## src/rtl/sd_cmd_sender.sv

```systemverilog
`default_nettype none
// +--------------------------------------------------------------------------+
// | sd_cmd_sender : serialises one 48-bit SD command frame onto the CMD line  |
// |                 using an external CRC7 generator.                         |
// | Option macro  : SD_CMD_CRC_TIMEOUT_EN (abort on missing CRC result)       |
// | Revision      : 1.0                                                       |
// +--------------------------------------------------------------------------+
module sd_cmd_sender #(
    parameter int GAP_BITS    = 8,
    parameter int CRC_TIMEOUT = 64
) (
    input  logic        clk,
    input  logic        Reset_n,
    input  logic        Clk_En,
    input  logic        Start,
    input  logic [5:0]  Cmd_Index,
    input  logic [31:0] Argument,
    output logic        CRC_Enable,
    output logic [47:0] CRC_Message,
    input  logic        CRC_Valid,
    input  logic [6:0]  CRC,
    output logic        CMD_Out,
    output logic        CMD_OE,
    output logic        Busy,
    output logic        Done,
    output logic        Error
);

    localparam logic [1:0] S_IDLE     = 2'd0;
    localparam logic [1:0] S_CRC_WAIT = 2'd1;
    localparam logic [1:0] S_SHIFT    = 2'd2;
    localparam logic [1:0] S_GAP      = 2'd3;

    localparam int GAP_W = (GAP_BITS < 1) ? 1 : $clog2(GAP_BITS + 1);

    logic [1:0]       r_state;
    logic [1:0]       w_state_nxt;
    logic [5:0]       r_cmd_index;
    logic [31:0]      r_argument;
    logic [47:0]      r_shift;
    logic [5:0]       r_bit_cnt;
    logic [GAP_W-1:0] r_gap_cnt;
    logic             r_first;

    logic             w_accept;
    logic             w_timeout;
    logic             w_last_bit;
    logic             w_release;

    logic             w_crc_en_nxt;
    logic [47:0]      w_crc_msg_nxt;
    logic             w_cmd_out_nxt;
    logic             w_cmd_oe_nxt;

    // The CRC generator may still present the previous command's result in
    // the first wait cycle, so acceptance is held off until r_first clears.
    assign w_accept   = (r_state == S_CRC_WAIT) && !r_first && CRC_Valid;
    assign w_last_bit = (r_state == S_SHIFT) && Clk_En && (r_bit_cnt == 6'd47);
    assign w_release  = (r_state == S_GAP) && Clk_En && (r_gap_cnt == GAP_W'(GAP_BITS));

`ifdef SD_CMD_CRC_TIMEOUT_EN
    localparam int TMO_W = (CRC_TIMEOUT < 2) ? 1 : $clog2(CRC_TIMEOUT);

    logic [TMO_W-1:0] r_tmo_cnt;

    assign w_timeout = (r_state == S_CRC_WAIT) && !w_accept &&
                       (r_tmo_cnt == TMO_W'(CRC_TIMEOUT - 1));

    always_ff @(posedge clk or negedge Reset_n) begin
        if (!Reset_n) begin
            r_tmo_cnt <= '0;
            Error     <= 1'b0;
        end else begin
            Error <= w_timeout;
            if (r_state == S_CRC_WAIT) begin
                r_tmo_cnt <= r_tmo_cnt + TMO_W'(1);
            end else begin
                r_tmo_cnt <= '0;
            end
        end
    end
`else
    assign w_timeout = 1'b0;
    assign Error     = 1'b0;
`endif

    // Next-state logic
    always_comb begin
        w_state_nxt = r_state;
        case (r_state)
            S_IDLE: begin
                if (Start) w_state_nxt = S_CRC_WAIT;
            end
            S_CRC_WAIT: begin
                if (w_accept)       w_state_nxt = S_SHIFT;
                else if (w_timeout) w_state_nxt = S_IDLE;
            end
            S_SHIFT: begin
                if (w_last_bit) w_state_nxt = S_GAP;
            end
            S_GAP: begin
                if (w_release) w_state_nxt = S_IDLE;
            end
            default: w_state_nxt = S_IDLE;
        endcase
    end

    // Next values for the registered outputs
    always_comb begin
        w_crc_en_nxt  = CRC_Enable;
        w_crc_msg_nxt = CRC_Message;
        w_cmd_out_nxt = CMD_Out;
        w_cmd_oe_nxt  = CMD_OE;
        case (r_state)
            S_IDLE: begin
                w_cmd_out_nxt = 1'b1;
                w_cmd_oe_nxt  = 1'b0;
                if (Start) begin
                    w_crc_en_nxt  = 1'b1;
                    w_crc_msg_nxt = {2'b01, Cmd_Index, Argument, 8'h01};
                end
            end
            S_CRC_WAIT: begin
                if (w_accept || w_timeout) w_crc_en_nxt = 1'b0;
            end
            S_SHIFT: begin
                if (Clk_En) begin
                    w_cmd_out_nxt = r_shift[47];
                    w_cmd_oe_nxt  = 1'b1;
                end
            end
            S_GAP: begin
                if (Clk_En) begin
                    w_cmd_out_nxt = 1'b1;
                    w_cmd_oe_nxt  = !w_release;
                end
            end
            default: begin
                w_cmd_out_nxt = 1'b1;
                w_cmd_oe_nxt  = 1'b0;
            end
        endcase
    end

    always_ff @(posedge clk or negedge Reset_n) begin
        if (!Reset_n) begin
            r_state     <= S_IDLE;
            CMD_Out     <= 1'b1;
            CMD_OE      <= 1'b0;
            CRC_Enable  <= 1'b0;
            CRC_Message <= '0;
            Busy        <= 1'b0;
            Done        <= 1'b0;
            r_cmd_index <= '0;
            r_argument  <= '0;
            r_shift     <= '0;
            r_bit_cnt   <= '0;
            r_gap_cnt   <= '0;
            r_first     <= 1'b0;
        end else begin
            r_state     <= w_state_nxt;
            CMD_Out     <= w_cmd_out_nxt;
            CMD_OE      <= w_cmd_oe_nxt;
            CRC_Enable  <= w_crc_en_nxt;
            CRC_Message <= w_crc_msg_nxt;
            Busy        <= (w_state_nxt != S_IDLE);
            Done        <= w_release;
            case (r_state)
                S_IDLE: begin
                    if (Start) begin
                        r_cmd_index <= Cmd_Index;
                        r_argument  <= Argument;
                        r_first     <= 1'b1;
                    end
                end
                S_CRC_WAIT: begin
                    r_first <= 1'b0;
                    if (w_accept) begin
                        r_shift   <= {2'b01, r_cmd_index, r_argument, CRC, 1'b1};
                        r_bit_cnt <= '0;
                    end
                end
                S_SHIFT: begin
                    if (Clk_En) begin
                        r_shift   <= {r_shift[46:0], 1'b0};
                        r_bit_cnt <= r_bit_cnt + 6'd1;
                        r_gap_cnt <= '0;
                    end
                end
                S_GAP: begin
                    if (Clk_En && !w_release) r_gap_cnt <= r_gap_cnt + GAP_W'(1);
                end
                default: ;
            endcase
        end
    end

endmodule
`default_nettype wire

```

## config.mk

```make
export PLATFORM = sky130hd
export DESIGN_NAME = sd_cmd_sender
export DESIGN_NICKNAME = d
export VERILOG_FILES = /design/src/rtl/sd_cmd_sender.sv
export SDC_FILE = /design/constraint.sdc
export NUM_CORES = 1
export LEC_CHECK = 0
export CORE_MARGIN = 1.5
export CORE_UTILIZATION = 30
export CTS_BUF_LIST = sky130_fd_sc_hd__clkbuf_8
export DETAILED_ROUTE_END_ITERATION = 10
export PLACE_DENSITY = 0.51
export SYNTH_ARGS = -nofsm -noshare
export SYNTH_HDL_FRONTEND = slang
export SYNTH_SLANG_ARGS = --single-unit
```

## constraint.sdc

```tcl
create_clock -name clk -period 3.9 [get_ports clk]
set_clock_uncertainty 0.15 [all_clocks]
set_input_delay 0.975 -clock clk [delete_from_list [all_inputs] [get_ports clk]]
set_output_delay 0.975 -clock clk [all_outputs]
set_load 0.05 [all_outputs]
```

==> results of run 1 <==
state kept, by name, summed over array words and instances, names as in the netlist:
signal,cells
CRC_Message,3
CRC_Enable,1
Busy,1
r_cmd_index,5
r_argument,31
r_bit_cnt,6
r_shift,48
r_state,2
r_gap_cnt,4
r_first,1
CMD_OE,1
Done,1
CMD_Out,1
worst max path at each step:
stage / from / endpoint
after global routing: CMD_Out$_DFFE_PN1P_ / CMD_Out
after detailed placement: Clk_En / r_shift[24]$_DFFE_PN0P_
after floorplan: Start / CRC_Message[39]$_DFFE_PN0P_
after CTS: CMD_Out$_DFFE_PN1P_ / CMD_Out
final: CMD_Out$_DFFE_PN1P_ / CMD_Out
after global placement: Clk_En / r_shift[32]$_DFFE_PN0P_
power by group through the flow:
stage          Clock [mW]  Sequential [mW]  Combinational, mW
2_1_floorplan           0             2.57               1.10
3_3_place_gp            0             1.95               2.44
3_5_place_dp            0             1.95               2.47
4_1_cts             0.806             1.93               2.48
5_1_grt             0.848             2.01               2.63
6_report            0.769             1.92               2.44
cell families after synthesis:
family          count (synthesis)  synth area share (%)
compound gates                 68                  7.90
simple gates                   90                  10.4
mux                            86                  19.3
flops                         105                  55.7
other cells                     1                0.0794
buf+inv                        45                  5.94
fa+ha+maj                       3                 0.795
cell type report:
| class | instances | area share (%) |
|---|---|---|
| flip-flops and latches | 105 | 43.7 |
| multi-input cells | 256 | 31.2 |
| repair buffers | 100 | 16.6 |
| well taps | 211 | 4.39 |
| clock buffers | 11 | 2.52 |
| clock inverters | 5 | 1.31 |
| inverters | 6 | 0.374 |
per-layer routing:
layer	global-route usage (%)	up-vias	wire length [um]
li1	-	1551	-
met1	17.3	1631	4910
met2	21.0	74	4650
met3	4.24	10	443
met4	3.17	2	102
met5	0	-	12
layout by cell type (no fill, tap or decap), types with 3 or more instances in the layout:
master / instances
a21oi_1: 9
buf_4: 6
clkbuf_8: 11
clkdlybuf4s50_1: 93
conb_1: 9
dfrtp_1: 104
ha_1: 3
inv_1: 7
mux2_1: 33
mux2_2: 6
mux2i_1: 47
nand2_1: 10
nand3_1: 53
nor2_1: 7
o21ai_0: 6
o21ai_1: 46
cells in the mapped netlist, drive strengths merged (2+ instances only):
cell type  number
dfrtp         104
nand3          53
o21ai          52
mux2i          47
mux2           39
buf            31
a21oi          10
nand2          10
clkbuf          8
nor2            7
inv             6
ha              3
and3            2
nand2b          2
nand3b          2
nor3            2
nor3b           2
or3             2
==> results.yml, run 1 <==
sta:
  report.final.hold_viol_count: 0
  rsz0062_at_grt: "no"
  worst_hold_slack_ns: 0.335
  setup_viol: 0
  maxSlewViolCount: 0
  clock.fmax_mhz: 348
  finalSetupTns_ns: 0
  fin_ws_ns: 1.03
  maxSlewHeadroom_pct: 44.0
  final.min_clock_period_ns: 2.87
  fin_crit_sh_pct: 73.6
  worstMarginPinSlew_ns: 0.841
critical_path:
  critPathKind: "reg -> out"
  critPathMaxFanout: 3
  r2r_cells: 4
  slowest_stage: "clkdlybuf4s50_1"
  path_depth: 1
  critPathTopFamily: "buffers and inverters"
  critPathMaxStageDelay_ns: 0.82
  critPathBufInv: 1
  cp_cell_sequence: "clkdlybuf4s50_1"
  critPathLaunchType: "flip-flop"
  arrival_ns: 1.75
  critPathCaptureType: "primary output"
  r2r-start: "r_state[0]$_DFF_PN0_"
  r2r-end: "r_shift[32]$_DFFE_PN0P_"
  r2r_slack_ns: 1.43
  critical_path_required_ns: 2.77
drt:
  dr.first_iter.drc_count: 131
  viasPerCell: 4.71
  first_pass_iters: 4
  detail-route-antenna-nets: 0
  via_count: 3268
  finalWirelength_mm: 10.1
  wire_per_inst_um: 14.6
  drc: 0
synth:
  netlist_area_mm2: 0.00472
  yosys-top-cells-area: "dfrtp_1 (55%), mux2i_1 (10%), mux2_1 (7.9%), nand3_1 (5.6%), o21ai_1 (4.9%)"
  yosys_warnings: 0
  synthCells: 398
  synth.distinct_cells: 40
  synth_edf_count: 0
  ys_seq_area_share_pct: 55.7
  synth-async-reset-ratio_pct: 100
  synth_top_area_share_pct: 55.1
  yosysTopAreaCell: "dfrtp_1"
  ys_seq_elements: 105
  avgSynthCellArea_um2: 11.9
  synth_flop_cell: "dfrtp_1"
die:
  rows: 45
  ios: 104
  die_width_um: 128
  die_area_mm2: 0.0165
  die_h_um: 128
  start_util_pct: 30.8
  core_area_mm2: 0.0153
power:
  combPwrFrac_pct: 47.6
  p_total_mw: 5.13
  p_sw_share_pct: 43.1
  share_seq_of_total_power_pct: 37.4
  ir_worst_vdd_uv: 409
  p_clk_share_pct: 15.0
  p_leak_nw: 2.67
  p_per_area_mw_per_mm2: 853
  internal_power_mw: 2.92
  p_switching_mw: 2.21
placed_design:
  placed_area_mm2: 0.00579
  post-place-ws_ns: 0.827
  dpl.hpwl_mm: 6.44
  routabilityCongestion: 0.684
  port-buffer-count: 94
  dpl.cell_count: 678
grt:
  grt_pass1_vias: 3360
  grt_antenna_before_repair: 1
  grt_max_degree: 56
  grtUsageTotal_pct: 13.1
  grt_overflow_total: 0
  grt_pass1_wl_mm: 17.0
final_layout:
  multi_input_area_mm2: 0.00187
  fin_nets: 531
  fillers: 1497
  drive_gt1_share_pct: 7.25
  fin_cells: 694
  regArea_mm2: 0.00263
  fin_area_mm2: 0.00602
  synthToLayoutAreaGrowth_pct: 27.4
  final_util_pct: 39.3
  diodes: 0
clocking:
  ctsResizeCount: 0
  cts_tree: "built"
  clk_latency_ns: 0.38
  clkTransAtPathRegs_ns: 0.09
  cts.sinks: 105
  cts_buffer_depth: 2
  cts_buffers: 9
  hold_buffers: 0
  postCtsSetupBuffers: 0
  cts_max_level: 3
  root_buffer: "clkbuf_8"
worst_hold_path:
  hp-start: "r_shift[0]$_DFFE_PN0P_"
  hold_class: "reg -> reg"
  hold-path-endpoint: "r_shift[0]$_DFFE_PN0P_"
  whs_path_depth: 2
outcome:
  status: "complete, no violations"
run:
  maxCapViolCount: 0
(Power assumes the default switching activity.)
==> inputs of run 2 (changes only) <==
==> constraint.sdc (replaced) <==
create_clock -name clk -period 2.7 [get_ports clk]
set_clock_uncertainty 0.15 [all_clocks]
set_input_delay 0.675 -clock clk [delete_from_list [all_inputs] [get_ports clk]]
set_output_delay 0.675 -clock clk [all_outputs]
set_load 0.05 [all_outputs]
==> run 2 against run 1 <==
  * Total power up 43%
  * Critical path depth unchanged
  * First-iteration DRC count up 30%
  * Register-to-register slack worse by 0.58 ns
  * Sequential share of layout area down 0.37 points
  * Global-route usage up 0.50 points
  * Clock-buffer cell count down 1
  * Critical endpoint unchanged
==> results.yml, run 2 (same netlist as run 1, synthesis figures left out) <==
final_layout:
  fin_nets: 536
  layout_common_cells: "dfrtp_1 (104), clkdlybuf4s50_1 (93), nand3_1 (53)"
  diodes: 0
  largest_reg_flops: 48
  mostFrequentLayoutCell: "dfrtp_1"
  regMostFlops: "r_shift"
  synthToLayoutAreaGrowth_pct: 28.5
  fillers: 1497
  biggestRegsByFlops: "r_shift (48), r_argument (31), r_bit_cnt (6)"
  drive_gt1_share_pct: 8.01
  final_util_pct: 39.6
clocking:
  cts.sinks: 105
  cts_buffers: 9
  cts_buffer_depth: 2
  hold_buffers: 0
  ctsResizeCount: 0
  cts_max_level: 3
  cts_tree: "built"
  clk_latency_ns: 0.39
  postCtsSetupBuffers: 0
  clkTransAtPathRegs_ns: 0.10
  root_buffer: "clkbuf_8"
critical_path:
  cp_cell_sequence: "clkdlybuf4s50_1"
  critPathMaxStageDelay_ns: 0.80
  r2r-end: "r_shift[14]$_DFFE_PN0P_"
  cp-startpoint: "CMD_Out$_DFFE_PN1P_"
  critPathKind: "reg -> out"
  slowest_stage: "clkdlybuf4s50_1"
  critical_path_required_ns: 1.88
  critPathMaxFanout: 3
  path_depth: 1
  arrival_ns: 1.75
  critPathLaunchType: "flip-flop"
  r2r-start: "r_state[1]$_DFF_PN0_"
  r2r_slack_ns: 0.85
  critPathBufInv: 1
  critPathCaptureType: "primary output"
  critPathTopFamily: "buffers and inverters"
  r2r_cells: 4
drt:
  via_count: 3265
  detail-route-antenna-nets: 0
  viasPerCell: 4.68
  drc: 0
  wire_per_inst_um: 14.6
  dr.first_iter.drc_count: 170
  finalWirelength_mm: 10.2
  first_pass_iters: 4
worst_hold_path:
  hold_class: "in -> async"
sta:
  maxSlewViolCount: 0
  maxSlewHeadroom_pct: 65.9
  fin_crit_sh_pct: 95.4
  report.final.hold_viol_count: 0
  rsz0062_at_grt: "no"
  finalSetupTns_ns: 0
  worstMarginPinSlew_ns: 0.510
  clock.fmax_mhz: 388
  setup_viol: 0
  final.min_clock_period_ns: 2.58
grt:
  grt_pass1_vias: 3429
  grtUsageTotal_pct: 13.6
  grt_overflow_total: 0
  grt_max_degree: 53
  grt_pass1_wl_mm: 17.5
  grt_antenna_before_repair: 0
power:
  ir_worst_vdd_uv: 634
  p_per_area_mw_per_mm2: 1210
  p_leak_nw: 2.71
placed_design:
  routabilityCongestion: 0.695
  dpl.hpwl_mm: 6.44
  port-buffer-count: 94
die:
  die_width_um: 128
  die_h_um: 128
  die_area_mm2: 0.0165
  rows: 45
  ios: 104
  core_area_mm2: 0.0153
  start_util_pct: 30.8
outcome:
  status: "complete, no violations"
run:
  maxCapViolCount: 0
==> run 2: report_power, final <==
| part | switching, mW | total [mW] | internal (mW) |
|---|---|---|---|
| clock network | 0.556 | 1.01 | 0.450 |
| registers | 0.462 | 2.72 | 2.26 |
| logic | 2.20 | 3.63 | 1.43 |
| total | 3.21 | 7.36 | 4.14 |
==> run 2: worst max-delay path by stage <==
| stage | end | slack (ns) |
|---|---|---|
| after floorplan | CRC_Message[39]$_DFFE_PN0P_ | 0.97 |
| after global placement | r_argument[27]$_DFFE_PN0P_ | 0.36 |
| after detailed placement | r_argument[27]$_DFFE_PN0P_ | 0.35 |
| after CTS | CMD_Out | 0.08 |
| after global routing | CMD_Out | 0.05 |
| final | CMD_Out | 0.12 |
==> run 2: stage by stage <==
stage / setup WS [ns] / area, um^2 / hold slack (ns) / std cells / power (mW)
after floorplan: 0.968 / 4750 / 0.229 / 406 / 5.31
after global placement: 0.360 / 5870 / 0.312 / 683 / 6.35
after detailed placement: 0.353 / 5870 / 0.317 / 683 / 6.42
after CTS: 0.0753 / 6070 / 0.0295 / 698 / 7.47
after global routing: 0.0463 / 6070 / 0.0455 / 698 / 7.88
final: 0.125 / 6070 / 0.0469 / 698 / 7.36
==> run 2: metal layers <==
metal | vias to the layer above | part of all wire [%] | GRT usage, %
met5 | - | 0 | 0
met2 | 78 | 47 | 21.8
met1 | 1616 | 47 | 17.4
li1 | 1562 | - | -
met4 | 0 | 1.1 | 3.57
met3 | 9 | 5.5 | 5.11
==> run 2: area by class of cell <==
class	count	area [um^2]	area share, %
clock buffers	10	138	2.27
repair buffers	105	1080	17.9
inverters	6	22.5	0.371
flip-flops and latches	105	2630	43.3
well taps	211	264	4.35
clock inverters	5	56.3	0.928
multi-input cells	256	1870	30.9
